===== src/rtl/fetch_unit.sv =====
// fetch_unit: instruction fetch front end for the decode/execute datapath.
// Owns the program counter, drives the instruction-memory address, and
// presents one registered instruction per cycle to decode. It also runs the
// program handshake with the test bench: req starts a program, and ack
// reports that the program is done. A watchdog forces runaway programs to
// finish.
//
// Optional feature: define FETCH_PERF_CNT_EN to add the retired_ct output.
// retired_ct is a saturating count of accepted instructions.
module fetch_unit #(
  parameter int              PW     = 10,
  parameter int              IW     = 9,
  parameter int              WDW    = 16,
  parameter logic [WDW-1:0]  MAXCYC = 16'hFFFF
) (
  input  logic          clk,
  input  logic          reset,
  input  logic          req,
  input  logic [PW-1:0] prog_base,
  output logic [PW-1:0] imem_addr,
  input  logic [IW-1:0] imem_data,
  input  logic          stall,
  input  logic          branch_en,
  input  logic [PW-1:0] branch_tgt,
  input  logic          halt,
  output logic [IW-1:0] instr,
  output logic          instr_valid,
  output logic [PW-1:0] pc,
  output logic          ack,
  output logic          timeout
`ifdef FETCH_PERF_CNT_EN
  ,
  output logic [15:0]   retired_ct
`endif
);

  typedef enum logic [1:0] {
    IDLE   = 2'd0,
    RUN    = 2'd1,
    HALTED = 2'd2
  } state_t;

  state_t         state;
  logic [WDW-1:0] wd_count;
  logic           wd_expired;

  // The watchdog fires on the last permitted RUN cycle. That cycle is the
  // MAXCYC-th edge after RUN is entered.
  assign wd_expired = (wd_count == (MAXCYC - WDW'(1)));

  // The memory address follows the PC in every state.
  assign imem_addr = pc;

  // Fetch control FSM. State, PC, the instruction register and the
  // handshake flags all update here. The events are tested in priority
  // order: reset, req, halt, watchdog, branch, stall, then normal advance.
  always_ff @(posedge clk) begin
    // NOTE: sequential state uses non-blocking assignments, so every
    // register sees the pre-edge values of the others. Blocking assignments
    // would make the result depend on statement order.
    if (reset) begin
      state       <= IDLE;
      pc          <= '0;
      instr       <= '0;
      instr_valid <= 1'b0;
      ack         <= 1'b0;
      timeout     <= 1'b0;
      wd_count    <= '0;
    end else if (req) begin
      // req restarts the program from any state. If req is held high, the
      // program restarts on every cycle.
      state       <= RUN;
      pc          <= prog_base;
      instr_valid <= 1'b0;
      ack         <= 1'b0;
      timeout     <= 1'b0;
      wd_count    <= '0;
    end else begin
      unique case (state)
        RUN: begin
          if (halt) begin
            // pc already points one past the halt instruction, so it holds.
            state       <= HALTED;
            ack         <= 1'b1;
            instr_valid <= 1'b0;
          end else if (wd_expired) begin
            state       <= HALTED;
            ack         <= 1'b1;
            timeout     <= 1'b1;
            instr_valid <= 1'b0;
          end else begin
            // The watchdog counts every RUN cycle, including stalled ones.
            wd_count <= wd_count + WDW'(1);
            if (branch_en) begin
              // Drop the wrong-path fetch. This leaves a one-cycle bubble.
              pc          <= branch_tgt;
              instr_valid <= 1'b0;
            end else if (!stall) begin
              instr       <= imem_data;
              instr_valid <= 1'b1;
              pc          <= pc + PW'(1);
            end
          end
        end
        HALTED: begin
          // ack, timeout and pc hold until the next req.
          state <= HALTED;
        end
        default: begin
          // IDLE: everything holds until the first req.
          state <= IDLE;
        end
      endcase
    end
  end

`ifdef FETCH_PERF_CNT_EN
  // Count accepted instructions. An instruction is accepted in a RUN cycle
  // when it is live and not stalled. The count saturates at 16'hFFFF and
  // holds after halt, so the bench can read it once ack is set.
  always_ff @(posedge clk) begin
    if (reset || req) begin
      retired_ct <= '0;
    end else if (state == RUN && instr_valid && !stall &&
                 retired_ct != 16'hFFFF) begin
      retired_ct <= retired_ct + 16'd1;
    end
  end
`endif

endmodule


===== config.mk =====
export PLATFORM = sky130hd
export DESIGN_NAME = fetch_unit
export DESIGN_NICKNAME = d
export VERILOG_FILES = /design/src/rtl/fetch_unit.sv
export SDC_FILE = /design/constraint.sdc
export NUM_CORES = 1
export LEC_CHECK = 0
export CAP_MARGIN = 20
export CORE_MARGIN = 4
export CORE_UTILIZATION = 30
export DETAILED_ROUTE_END_ITERATION = 8
export GPL_TIMING_DRIVEN = 0
export SETUP_SLACK_MARGIN = 0.4
export SLEW_MARGIN = 20
export SYNTH_ARGS = -nofsm -noshare
export SYNTH_HDL_FRONTEND = slang
export SYNTH_SLANG_ARGS = --single-unit
export TNS_END_PERCENT = 20

===== constraint.sdc =====
create_clock -name clk -period 2.58 [get_ports clk]
set_input_delay 0.516 -clock clk [delete_from_list [all_inputs] [get_ports clk]]
set_output_delay 0.516 -clock clk [all_outputs]
set_load 0.03 [all_outputs]

---- Yosys cells after proc, flatten, opt, wreduce, memory -nomap -nowiden ----
Cells that the tools add are included.
W data, S select, Z words.
word-level totals
  register bits ........................... 40
  output and inout port bits .............. 32
  logic and storage cells ................. 49
cells by class
  add/sub/neg operators ................... 2
  equal/unequal tests ..................... 9
  muxes and demuxes ....................... 16
  bitwise gates (word level) .............. 5
  reductions and logical operators ........ 9
operator list
  kind                     count
  $mux W10                 6
  $add A16 B1 Y16 const B  1
  $eq A16 B16 Y1 const B   1
  $add A10 B1 Y10 const B  1
  $mux W1                  7
  $reduce_and A3 Y1        2
  $reduce_and A6 Y1        1
  $not A1 Y1               5
  $mux W2                  2
  $ne A2 B2 Y1 const B     2
  $ne A4 B1 Y1 const B     1
  $ne A4 B4 Y1 const B     1
  $pmux W2 S2              1
  $reduce_and A2 Y1        2
  $reduce_and A4 Y1        1
  $reduce_bool A2 Y1       2
  $ne A3 B2 Y1 const B     1
  $ne A3 B3 Y1 const B     1
  $eq A2 B1 Y1 const B     1
  $eq A2 B2 Y1 const B     1
  $reduce_or A2 Y1         1

---- Depth between registers and ports, before layout ----
  depth after elaboration ................. 7
  mapped depth ............................ 9

---- Least setup slack after synthesis ----
No wires, ideal clock.
  kind .................................... reg2reg
  from .................................... register wd_count[0]
  to ...................................... register wd_count[14]
  setup time .............................. 128 ps
  data arrival time ....................... 1,607 ps
  data required time ...................... 2,452 ps
  slack ................................... 845 ps
  stages on the path, launching flop included .. 9
  buffers on the path ..................... 1
  period minus slack after synthesis ...... 1,735 ps
  cell sequence ........................... dfxtp_1 -> inv_1 -> ha_1 -> and3_1 -> and2_1 -> buf_6 -> nor4b_2 -> xnor2_1 -> nor2_1
on the way
  longest elaborated chain between the ends .. 3
  elaborated cells between the ends (all ways) .. 4
RTL lines
  element                                                  line  RTL
  start: declaration                                       44    logic [WDW-1:0] wd_count;
  start signal: assignment                                 93    wd_count <= wd_count + WDW'(1);
  branches (longest 3 deep; another with $add A16 B1 Y16)  n/a
Several ways; the timed one is not identified.
A chain may end at the register's enable or synchronous reset.

---- Worst setup path in the final report ----
  from .................................... register pc[2], in the netlist imem_addr[2]
  to ...................................... output port pc[2]
RTL lines
  element                   line  RTL
  start: declaration        28    output logic [PW-1:0] pc,
  start signal: assignment  73    pc <= prog_base;
  start signal: assignment  96    pc <= branch_tgt;
  start signal: assignment  101   pc <= pc + PW'(1);
No word-level cell between the ends.

==> key figures <==
Status
  – Status: completed

Logic synthesis
  – Dominant synthesized flop cell: sky130_fd_sc_hd__dfxtp_1
  – Top area cells in the synthesized netlist: sky130_fd_sc_hd__dfxtp_1 36%, sky130_fd_sc_hd__xnor2_1 6.3%, sky130_fd_sc_hd__nand2_1 5.6%
  – List of most frequent post-synthesis cells: 40 x sky130_fd_sc_hd__dfxtp_1, 33 x sky130_fd_sc_hd__nand2_1, 31 x sky130_fd_sc_hd__nor2_1
  – Post-synthesis sequential area ratio: about 36%
  – Xor and xnor fraction of the mapped netlist area: about 7.5%
  – Simple-gate share of the synthesized area: 30.62%
  – Number of register bits inferred by synthesis: 40
  – Leading cell type by number of instances after synthesis: sky130_fd_sc_hd__dfxtp_1
  – EDFF count, synth: 0
  – Mean area per synthesized cell: approximately 8.4 um2
  – Adder-cell area share of the yosys netlist: under 10%
  – Compound-cell area share of the yosys netlist: 15.09%
  – Main combinational cell family by area after synthesis: simple AND/OR/NAND/NOR gates
  – Post-synth design cell area: roughly 2200 um2
  – Share of synthesized area spent on multiplexers: less than 1%
  – Area fraction of the dominant cell type after synthesis: a little over a third
  – Number of warnings reported in the yosys synthesis log: 0
  – Number of distinct standard cells referenced by the synthesized netlist: 50
  – Cell accounting for the most synthesized area: sky130_fd_sc_hd__dfxtp_1
  – FFs w/ async S/R, synth: 0%
  – Synthesized instance count: about 270
  – Mapped Nets: slightly above 300

Final layout
  – Fraction of layout instances using a drive strength above 1: 13.06%
  – Final-layout fill cell count: ~750
  – Layout Cell Area excl Fill: slightly above 3000 um2
  – Number of antenna diodes: 0
  – Fin cells: ~440
  – Net count reported at finish: approximately 380
  – Synthesis-to-layout area growth: 39.76%

Flow run
  – Count of maximum capacitance violations: 0

Timing
  – Relative max-transition margin: a little under 70%
  – Post-route worst hold slack: 0.4589 ns
  – Final worst path period share: just over 80%
  – Maximum achievable frequency: ~470 MHz
  – TNS Setup: 0 ns
  – Minimum period implied by the final worst setup slack: approximately 2.1 ns
  – Least-Margin Pin Slew: 0.4890 ns
  – Worst Skew: between 0.005 and 0.006 ns
  – Setup repair after global routing missed its margin: true
  – Number of pins with negative max-slew slack in the final report: 0
  – Final setup fails: 0
  – Final Hold Violating Endpoints: 0

Placement
  – Area after DPL: between 2000 and 3000 um2
  – Port buffer count: 64
  – Detailed-placement wirelength estimate: around 4.5 mm
  – Dpl cells: 428
  – Final RePlAce weighted congestion: 0.8442

Min path
  – Hold path start: instr[7]
  – WHS Path Cells: 2
  – Hold Path Sink: instr[7]
  – Min-delay worst type: reg -> reg

Power
  – Comb power frac: a little under a fifth
  – Power density relative to cell area: around 470 nW/um2
  – Leakage power of the design: between 1 and 1.5 nW
  – Overall power of the completed layout: 0.001452 W
  – IR Drop Worst-Case VDD: between 200 and 300 uV
  – Power share of the sequential group: roughly 45%
  – Design internal power: between 0.001 and 0.0015 W
  – Proportion of total power due to net switching: between 20% and 30%
  – Clock network power share: between 30% and 40%
  – Net switching power of the design: 0.0003969 W

Floorplan
  – Die outline area: approximately 8900 um2
  – Number of standard-cell rows in the floorplan: 31
  – Die Span Y: between 90 and 100 um
  – Core region area: between 7000 and 8000 um2
  – Number of top-level pins: between 60 and 70
  – Die X: 94.24 um
  – Initial Util: 30.76%

Setup path
  – Required time of the critical path: about 2 ns
  – Worst-case reg-to-reg path depth: 9
  – Data arrival time at the worst-slack endpoint: around 1.6 ns
  – Startpoint of the worst register-to-register path: wd_count[0]
  – Endpoint type of the worst setup path: output pin
  – Setup slack, reg-to-reg: between 0.6 and 0.7 ns
  – Crit-path max FO: 8
  – Critical path launch point type: flop
  – Type of the setup path with the least slack: reg -> out
  – Destination of the worst register-to-register timing path: instr[4]

Clock network
  – Number of CTS-inserted buffers: 5
  – Clk sink count: 40
  – Root buffer cell: sky130_fd_sc_hd__clkbuf_8
  – Clock-pin transition on the worst setup and hold timing paths: around 0.090 ns
  – H-tree levels: 2
  – Later-pin clock latency in the skew report: 0.30 ns
  – Clock tree from TritonCTS: built
  – Buffer depth of the longest clock path: 2

Route
  – Vias after detailed routing: roughly 2,100
  – DRC viols: 0
  – Number of iterations in the first detailed-routing pass: 4
  – Starting DRT DRC Count: a little under 80
  – Final routed wirelength across all metal layers: just under 6 mm
  – Vias per cell: 4.814
  – Antenna-violating nets left: 0
  – Mean routed wirelength per cell: 13.67 um

Global routing
  – Combined global-route utilization of all metal layers: 13.71%
  – GR Overflow Total: 0
  – First-pass GRT wire length: between 9 and 10 mm
  – Number of global-route vias before repair: between 2,000 and 2,500
  – Initial antenna violation count: 0
  – Largest net degree at the start of global routing: 15
## through the flow
stage	worst slack, ns	utilization, %
after detailed placement	0.1339	41.30
final	0.4579	42.99
after global placement	0.1536	41.30
after CTS	0.4345	42.90
after floorplan	0.8449	-
after global routing	0.3728	42.99
## final cells by class
cell class,count,area (um2),share of cell area (%)
Multi-Input combinational cell,195,1252,40.17
Sequential cell,40,800.8,25.68
Timing Repair Buffer,64,640.6,20.55
Buffer,22,153.9,4.936
Tap cell,99,123.9,3.973
Clock buffer,5,68.82,2.207
Clock inverter,3,47.55,1.525
Inverter,8,30.03,0.9631
## layout by cell type, fill, tap and decap left out, drive strengths merged, types with 4 or more instances in the layout
cell type	instances
a211oi	4
a21oi	14
and3	5
and4	5
buf	18
clkbuf	9
clkdlybuf4s50	64
dfxtp	40
ha	4
inv	8
nand2	33
nand3	22
nor2	32
nor3	8
nor4	4
o21ai	7
xnor2	16
## worst max-delay path: stages (launching register included)
cell and delay (ns):
sky130_fd_sc_hd__dfxtp_1 0.49, sky130_fd_sc_hd__buf_4 0.16, sky130_fd_sc_hd__clkdlybuf4s50_1 0.65
## timing repair
action / in CTS / in global routing
endpoints found under the setup margin: 0 / 11
gates resized for setup: 0 / 1
setup buffers: 0 / 0
hold buffers: 0 / 0
## routing by layer
| metal | share of wire (%) | track usage [%] | wire length (um) |
|---|---|---|---|
| met1 | 48 | 18.35 | 2888 |
| met2 | 45 | 21.51 | 2658 |
| met3 | 5.7 | 3.205 | 342 |
| met4 | 1.2 | 4.693 | 71 |
| met5 | 0 | 0 | 0 |
## logic make-up after synthesis
| kind of cell | Yosys count |
|---|---|
| AND/OR/NAND/NOR | 123 |
| AO/OA/AOI/OAI | 48 |
| flip-flops | 40 |
| buffers and inverters | 30 |
| XOR/XNOR | 19 |
| adder cells (fa/ha/maj) | 4 |
| multiplexers | 1 |
## sequential cells by signal, indices dropped and copies added, names as in the netlist
signal,flops
instr_valid,1
instr,9
state,2
wd_count,16
ack,1
timeout,1
imem_addr,10
## how the worst max path moves through the flow
stage	from	end	slack [ns]	cells after the start
after floorplan	wd_count[0]	wd_count[14]	0.84	8
after global placement	stall	instr[3]	0.15	5
after detailed placement	stall	instr[8]	0.13	5
after CTS	imem_addr[0]	pc[0]	0.43	2
after global routing	imem_addr[0]	pc[0]	0.37	2
final	imem_addr[2]	pc[2]	0.46	2
## power groups by stage
stage	sequential (W)	combinational (W)	clock (W)
after floorplan	0.000690	0.000120	0
after global placement	0.000669	0.000263	0
after detailed placement	0.000670	0.000264	0
after CTS	0.000655	0.000266	0.000553
after global routing	0.000659	0.000286	0.000575
final	0.000655	0.000265	0.000533
Power figures use the tool's default switching activity.
